$ cat config.mk
export PLATFORM = sky130hd
export DESIGN_NAME = exp_arbiter
export DESIGN_NICKNAME = d
export VERILOG_FILES = /design/src/rtl/exp_arbiter.sv
export SDC_FILE = /design/constraint.sdc
export NUM_CORES = 1
export LEC_CHECK = 0
export BUFFER_PORTS_ARGS = -buffer_cell sky130_fd_sc_hd__buf_2
export CAP_MARGIN = 25
export CORE_ASPECT_RATIO = 0.7
export CORE_MARGIN = 2
export CORE_UTILIZATION = 50
export CTS_CLUSTER_DIAMETER = 30
export CTS_CLUSTER_SIZE = 30
export DETAILED_ROUTE_END_ITERATION = 6
export PLACE_DENSITY = 0.81
export SYNTH_ARGS = -nofsm -noshare
export SYNTH_HDL_FRONTEND = slang
export SYNTH_SLANG_ARGS = --single-unit
$ cat constraint.sdc
create_clock -name clk -period 3.89 [get_ports clk]
set_clock_uncertainty 0.1 [all_clocks]
set_input_delay 0 -clock clk [delete_from_list [all_inputs] [get_ports clk]]
set_output_delay 0 -clock clk [all_outputs]
set_load 0.03 [all_outputs]
$ cat src/rtl/exp_arbiter.sv
// exp_arbiter: shares one exponential unit between two requesters.
// Round-robin grant among eligible requesters (request pending and result
// buffer empty), one-cycle launch, then wait for exp_done with a timeout.
// Ports:
//   clk, rst (async, active-low)
//   req0/req1, x0/x1            : requests and 16-bit operands
//   gnt0/gnt1                   : one-cycle operand-accepted pulses
//   rvalid0/rvalid1, rready0/1  : per-requester result buffer handshake
//   res*_int [1:0], res*_frac   : buffered results
//   exp_start, exp_x            : launch of the shared exponential unit
//   exp_done, exp_int, exp_frac : return from the exponential unit
//   busy                        : not idle
//   timeout_err, to_id          : abort pulse and aborted requester index
module exp_arbiter #(
  parameter int unsigned TIMEOUT_CYC = 255,
  parameter int unsigned CNT_W       = 8
) (
  input  logic        clk,
  input  logic        rst,
  input  logic        req0,
  input  logic        req1,
  input  logic [15:0] x0,
  input  logic [15:0] x1,
  output logic        gnt0,
  output logic        gnt1,
  output logic        rvalid0,
  output logic        rvalid1,
  input  logic        rready0,
  input  logic        rready1,
  output logic [1:0]  res0_int,
  output logic [1:0]  res1_int,
  output logic [15:0] res0_frac,
  output logic [15:0] res1_frac,
  output logic        exp_start,
  output logic [15:0] exp_x,
  input  logic        exp_done,
  input  logic [1:0]  exp_int,
  input  logic [15:0] exp_frac,
  output logic        busy,
  output logic        timeout_err,
  output logic        to_id
);

  typedef enum logic [1:0] {IDLE, LAUNCH, WAIT} state_t;

  state_t             state_q, state_n;
  logic               owner_q, owner_n;
  logic               last_q, last_n;
  logic [CNT_W-1:0]   cnt_q, cnt_n;
  logic [15:0]        exp_x_q, exp_x_n;
  logic               exp_start_q, exp_start_n;
  logic               gnt0_q, gnt0_n, gnt1_q, gnt1_n;
  logic               rvalid0_q, rvalid0_n, rvalid1_q, rvalid1_n;
  logic [17:0]        res0_q, res0_n, res1_q, res1_n;
  logic               busy_q, busy_n;
  logic               tout_q, tout_n;
  logic               to_id_q, to_id_n;
  logic               elig0, elig1, pick;

  // Eligibility uses the registered buffer flag, so a buffer being drained
  // on this edge only becomes eligible on the following edge.
  assign elig0 = req0 & ~rvalid0_q;
  assign elig1 = req1 & ~rvalid1_q;

  always_comb begin
    state_n     = state_q;
    owner_n     = owner_q;
    last_n      = last_q;
    cnt_n       = cnt_q;
    exp_x_n     = exp_x_q;
    exp_start_n = 1'b0;
    gnt0_n      = 1'b0;
    gnt1_n      = 1'b0;
    tout_n      = 1'b0;
    to_id_n     = to_id_q;
    rvalid0_n   = rvalid0_q & ~rready0;
    rvalid1_n   = rvalid1_q & ~rready1;
    res0_n      = res0_q;
    res1_n      = res1_q;
    pick        = 1'b0;

    case (state_q)
      IDLE: begin
        if (elig0 | elig1) begin
          // Tie goes to the requester not granted last time.
          pick        = (elig0 & elig1) ? ~last_q : elig1;
          owner_n     = pick;
          last_n      = pick;
          exp_x_n     = pick ? x1 : x0;
          exp_start_n = 1'b1;
          gnt0_n      = ~pick;
          gnt1_n      = pick;
          state_n     = LAUNCH;
        end
      end
      LAUNCH: begin
        cnt_n   = '0;
        state_n = WAIT;
      end
      WAIT: begin
        // Done takes priority over a timeout expiring on the same edge.
        if (exp_done) begin
          if (owner_q) begin
            res1_n    = {exp_int, exp_frac};
            rvalid1_n = 1'b1;
          end else begin
            res0_n    = {exp_int, exp_frac};
            rvalid0_n = 1'b1;
          end
          state_n = IDLE;
        end else if (cnt_q == CNT_W'(TIMEOUT_CYC - 1)) begin
          tout_n  = 1'b1;
          to_id_n = owner_q;
          state_n = IDLE;
        end else begin
          cnt_n = cnt_q + CNT_W'(1);
        end
      end
      default: state_n = IDLE;
    endcase

    busy_n = (state_n != IDLE);
  end

  always_ff @(posedge clk or negedge rst) begin
    if (!rst) begin
      state_q     <= IDLE;
      owner_q     <= 1'b0;
      last_q      <= 1'b1;
      cnt_q       <= '0;
      exp_x_q     <= '0;
      exp_start_q <= 1'b0;
      gnt0_q      <= 1'b0;
      gnt1_q      <= 1'b0;
      rvalid0_q   <= 1'b0;
      rvalid1_q   <= 1'b0;
      res0_q      <= '0;
      res1_q      <= '0;
      busy_q      <= 1'b0;
      tout_q      <= 1'b0;
      to_id_q     <= 1'b0;
    end else begin
      state_q     <= state_n;
      owner_q     <= owner_n;
      last_q      <= last_n;
      cnt_q       <= cnt_n;
      exp_x_q     <= exp_x_n;
      exp_start_q <= exp_start_n;
      gnt0_q      <= gnt0_n;
      gnt1_q      <= gnt1_n;
      rvalid0_q   <= rvalid0_n;
      rvalid1_q   <= rvalid1_n;
      res0_q      <= res0_n;
      res1_q      <= res1_n;
      busy_q      <= busy_n;
      tout_q      <= tout_n;
      to_id_q     <= to_id_n;
    end
  end

  assign gnt0        = gnt0_q;
  assign gnt1        = gnt1_q;
  assign rvalid0     = rvalid0_q;
  assign rvalid1     = rvalid1_q;
  assign res0_int    = res0_q[17:16];
  assign res0_frac   = res0_q[15:0];
  assign res1_int    = res1_q[17:16];
  assign res1_frac   = res1_q[15:0];
  assign exp_start   = exp_start_q;
  assign exp_x       = exp_x_q;
  assign busy        = busy_q;
  assign timeout_err = tout_q;
  assign to_id       = to_id_q;

endmodule

==> results of run 1 <==
layout by cell type (no fill, tap or decap), types with 2 or more instances in the layout:
master         netlist  routed
clkbuf_8             0      10
ha_1                 2       2
mux2i_1              6       6
buf_2                4     116
nand2_1              8       8
and3_1               2       2
dfrtp_1             71      71
nand4b_1             2       2
o21ai_0              4       4
o211ai_1            18      18
nand2b_1             4       4
and4_1               3       3
mux2_1               2       2
mux2_2              26      26
nor3b_4              2       2
a21oi_1              2       2
buf_8                0       2
nand3_1             33      33
inv_1               22      22
bufinv_16            0       3
mux2_4               9       9
nor4b_4              2       2
dlygate4sd3_1        0      57
buf_4                2       2
cell families after synthesis:
family                   count (synthesis)  synth area share
adder cells (fa/ha/maj)                  2           0.00784
AND/OR/NAND/NOR                         65             0.140
multiplexers                            43             0.160
flip-flops                              72             0.565
buffers and inverters                   36            0.0604
AO/OA/AOI/OAI                           30            0.0663
cell type report:
| class | count | area (µm²) |
|---|---|---|
| Inverter | 22 | 82.6 |
| Timing Repair Buffer | 178 | 1220 |
| Multi-Input combinational cell | 140 | 1200 |
| Tap cell | 78 | 97.6 |
| Sequential cell | 72 | 1800 |
| Clock buffer | 10 | 138 |
| Clock inverter | 6 | 115 |
| Fill cell | 384 | 1530 |
stage by stage:
stage | area, µm² | total power, mW | util
floorplan | 3190 | 2.46 | -
global placement | 3770 | 2.85 | 0.610
detailed placement | 3780 | 2.91 | 0.611
CTS | 4590 | 3.84 | 0.742
global route | 4650 | 4.07 | 0.752
finish | 4650 | 3.86 | 0.752
routing by layer:
metal | track usage | up-vias | wire (µm)
met3 | 0.0593 | 14 | 445
met2 | 0.390 | 104 | 3880
li1 | - | 1235 | -
met5 | 0 | - | 0
met4 | 0.0868 | 0 | 114
met1 | 0.297 | 1331 | 3460
registers in the layout, indices dropped and copies added (netlist names):
register     cells
busy             1
cnt_q            8
exp_start        1
exp_x           16
gnt0             1
gnt1             1
last_q           1
owner_q          1
res0_q          18
res1_q          18
rvalid0          1
rvalid1          1
state_q          2
timeout_err      1
to_id            1
worst reg2reg max path: stages, from the launching register on:
cell	delay, ns
dfrtp_1	0.54
nor4b_4	0.90
nand3_1	0.21
o211ai_1	0.14
dlygate4sd3_1	0.60
final timing paths:
| kind | start | to | slack [ns] | depth (start not counted) |
|---|---|---|---|---|
| max | state_q[0] | exp_x[2] | 1.33 | 4 |
| min | req0 | state_q[0] | 0.06 | 3 |
| min in group asynchronous | rst | exp_x[12] | 0.45 | 3 |
| min reg2reg | res1_q[15] | res1_q[15] | 0.40 | 1 |
| max in group asynchronous | rst | res0_q[14] | 2.40 | 5 |
| max reg2reg | state_q[0] | exp_x[2] | 1.33 | 4 |
where the power goes:
group          switching (mW)  internal, mW  leakage, nW  total [mW]
sequential              0.215          1.07        0.896        1.29
combinational            1.09         0.751         1.34        1.84
clock                   0.281         0.447        0.123       0.728
total                    1.59          2.27         2.35        3.86
timing repair:
action / in CTS / in global routing
setup endpoints to repair: 0 / 0
hold buffers: 56 / 1
endpoints found under the hold margin: 104 / 5
==> run metrics, run 1 <==
IR drop worst, VDD=~420 µV; vias in the first global route=2717; most common cell in the synthesized netlist=dfrtp_1; I/O pin cnt=117; yosys warns=0; CP max stage delay=0.90 ns; Worst Hold Slack=0.0550 ns; synthesized flop and latch total=72; largest net degree at the start of global routing=a little under 50; setup TNS=0 ns; commonest cells in the synthesized netlist=dfrtp_1, nand3_1, mux2_2; Slew Viols, Final=0; global-route wire length before repair=12900 µm; Starting Density=0.516; Final setup viols=0; vias per cell=5.30; Worst EP required=4.06 ns; nets=482; dominant synthesized flop cell=dfrtp_1; status=finished, final reports clean; # DRC=0; Max Freq=0.391 GHz; wire per inst=15.6 µm; ranking of synthesized cells by area=dfrtp_1, mux2_2, nand3_1; area grow syn2layout=45.8%; setup repair bufs after CTS=0; die width=slightly below 100 µm; Pleak=2.35 nW; Netlist Area Pre-Place=~0.0032 mm²; Netlist cell types=37; unrepaired setup endpoints after global routing=false; hold crit path type=primary input to register; Arr. time, crit path=2.73 ns; post-CTS sizing=0; TritonCTS Buffers=9; number of max-cap violations=0; share of the synthesized area in the top cell type=0.557; Syn Inst Count=about 250; CP max stage cell=nor4b_4; Fin. Hold Viols=0; CTS tree=built; placer's final routability congestion estimate=a little over 0.8; clk slew on worst S/H paths=0.08 ns; Least-Margin Pin Slew=0.934 ns; Worst setup EP type=register; fin crit period=2.56 ns; share of cells above drive strength 1=0.423; H-tree level count=3; Post-synth EDFFs=0; initial antenna violation count=0; Die H=roughly 70 µm; Core Box Area=0.00619 mm²; Final period util=0.657; clk buf depth=2; total gr overflow=0; fin cells=506; ys async rst share=1.00; dpl ws=1.55 ns; Die ar.=between 0.007 and 0.008 mm²; DR pass1 iterations=4; sequential cell area fraction in the yosys report=0.565; Inserted Diodes=0; area leader, netlist=dfrtp_1; Crit Path Class=register to register; Syn Nets=307; Rel. slew slack=0.375; DPL Wire Length=just under 5000 µm; GRT Util Overall=0.234; pwr dens=829 mW/mm²; crit-path cells=nor4b_4 -> nand3_1 -> o211ai_1 -> dlygate4sd3_1; IO Port Bufs=116; row cnt=24; First DRT Iteration DRCs=172; Final ANT Viol Nets=0; root buffer cell=clkbuf_8; clk_lat worst skew=around 0.34 ns; CP delay by family, top=simple AND/OR/NAND/NOR gates; routed wire length=7900 µm; Placed Instances=430; # clock sinks=just over 70; via count=approximately 2.7k; Startpoint Class=register; Final WS setup=roughly 1.3 ns; CP Buf/Inv Count=1; Syn Area/Cell=12.9 µm²; crit-path max FO=17
(Power assumes the default switching activity.)
==> run 2: changes to the inputs <==
- ABC_AREA: unset -> 1
- CORE_UTILIZATION: 50 -> 48
- PLACE_DENSITY: 0.81 -> 0.79
- clock period: 3.89 -> 2.7 ns (I/O delays scaled with it)
==> run metrics, run 2 <==
status=finished, final reports clean; setup repair bufs after CTS=0; total gr overflow=0; ys async rst share=1.00; Syn Nets=394; clk slew on worst S/H paths=0.08 ns; Final ANT Viol Nets=0; First DRT Iteration DRCs=147; CTS tree=built; most frequent cells in the layout=nand2_1, buf_2, dfrtp_1, dlygate4sd3_1, o21ai_0; hold crit path type=primary input to register; dominant synthesized flop cell=dfrtp_1; GRT Util Overall=0.244; Least-Margin Pin Slew=0.813 ns; vias in the first global route=between 2k and 3k; Final WS setup=0.331 ns; root buffer cell=clkbuf_8; row cnt=24; Arr. time, crit path=2.55 ns; Startpoint Class=register; Final period util=0.877; routed wire length=7990 µm; Final setup viols=0; crit-path max FO=22; yosys warns=0; clk buf depth=2; Fin. Hold Viols=0; WHS Path Cells=3; pwr dens=1160 mW/mm²; initial antenna violation count=0; I/O pin cnt=roughly 120; share of cells above drive strength 1=0.288; DPL Wire Length=~4800 µm; Core Box Area=0.00619 mm²; post-CTS sizing=0; Crit Path Class=register to register; vias per cell=4.87; setup TNS=0 ns; area leader, netlist=dfrtp_1; placer's final routability congestion estimate=0.800; via count=2882; Die H=between 70 and 80 µm; global-route wire length before repair=roughly 13000 µm; Netlist cell types=24; Worst Hold Slack=0.0471 ns; TritonCTS Buffers=9; Post-synth EDFFs=0; # DRC=0; Worst setup EP type=register; clk_lat worst skew=roughly 0.34 ns; Worst EP required=2.89 ns; IO Port Bufs=116; die width=99.1 µm; synthesized flop and latch total=72; area grow syn2layout=45.7%; Reg2Reg Depth=8; IR drop worst, VDD=692 µV; sequential cell area fraction in the yosys report=0.593; fin crit period=2.37 ns; dpl ws=1.01 ns; Slew Viols, Final=0; H-tree level count=3; # clock sinks=72; Die ar.=between 0.006 and 0.007 mm²; Inserted Diodes=0; Pleak=approximately 2.4 nW; ranking of synthesized cells by area=dfrtp_1, nand2_1, o21ai_0; largest net degree at the start of global routing=38; Netlist Area Pre-Place=~0.0030 mm²; share of the synthesized area in the top cell type=0.584; commonest cells in the synthesized netlist=nand2_1, dfrtp_1, o21ai_0; DR pass1 iterations=4; number of max-cap violations=0; Syn Inst Count=between 300 and 400; most common cell after layout, fill and taps aside=nand2_1; nets=568; Max Freq=between 0.4 and 0.5 GHz; wire per inst=13.5 µm; Starting Density=0.492; Syn Area/Cell=9.08 µm²; unrepaired setup endpoints after global routing=false; Rel. slew slack=0.458; most common cell in the synthesized netlist=nand2_1
run 2: cell count changes in the layout (fill, tap and decap cells not counted), moves of 6 or more:
cell and delta:
nand2_1 +114, o21ai_0 +27, mux2_2 -26, o211ai_1 -18, nor2_1 +12, o21ai_1 +12, mux2_4 -9, inv_1 +8
nand3_1 -7, mux2i_1 -6
run 2: cells by family (layout without fill, tap and decap cells):
group           count (synthesis)  in the layout  synth area share
simple gates                  171            171             0.244
flops                          72             72             0.593
compound gates                 44             44            0.0761
buf+inv                        43            222            0.0699
xor+xnor                        3              3           0.00864
fa+ha+maj                       2              2           0.00823
run 2: worst paths after layout:
check / from / slack, ns / to
hold reg to reg: res1_q[5] / 0.39 / res1_q[5]
hold / removal: req0 / 0.05 / gnt0
setup / recovery: rvalid1 / 0.33 / exp_x[7]
min in group asynchronous: rst / 0.18 / res0_q[2]
setup reg to reg: rvalid1 / 0.33 / exp_x[7]
max in group asynchronous: rst / 1.53 / res1_q[14]
run 2: report_power, final:
group          total [mW]  switching (mW)  internal, mW
Combinational        2.41            1.60         0.814
Sequential           1.77           0.251          1.52
Clock               0.970           0.401         0.569
run 2: routing by layer:
layer	wire [µm]	global-route usage	share of wire	vias to the layer above
li1	-	-	-	1402
met1	3490	0.316	0.44	1320
met2	3720	0.383	0.47	133
met3	528	0.0662	0.066	27
met4	253	0.123	0.032	0
met5	0	0	0	-
run 2: critical path: stages (launching register included):
cell	delay (ns)
dfrtp_1	0.38
inv_1	0.08
nand2_1	0.09
nand2_1	0.08
nand2_2	0.27
nor2_4	0.44
nand2_1	0.15
nand3_1	0.15
dlygate4sd3_1	0.56
run 2: final cells by class:
cell class / instances / area (µm²)
multi-input combinational: 220 / 1030
fill: 454 / 1750
tap: 78 / 97.6
sequential: 72 / 1800
clock inverter: 5 / 78.8
clock buffer: 11 / 151
timing repair buffer: 173 / 1150
inverter: 33 / 129
run 2: timing repair:
item	4_1_cts	5_1_grt
setup endpoints to repair	0	0
hold buffers	55	0
hold endpoints to repair	91	0
run 2: metrics by stage:
step	total power [mW]	utilization	instances	area, µm²
after global routing	5.47	0.716	592	4430
after floorplan	3.27	-	335	3040
final	5.15	0.716	592	4430
after detailed placement	3.88	0.590	521	3650
after global placement	3.83	0.590	521	3650
after CTS	5.12	0.716	592	4430
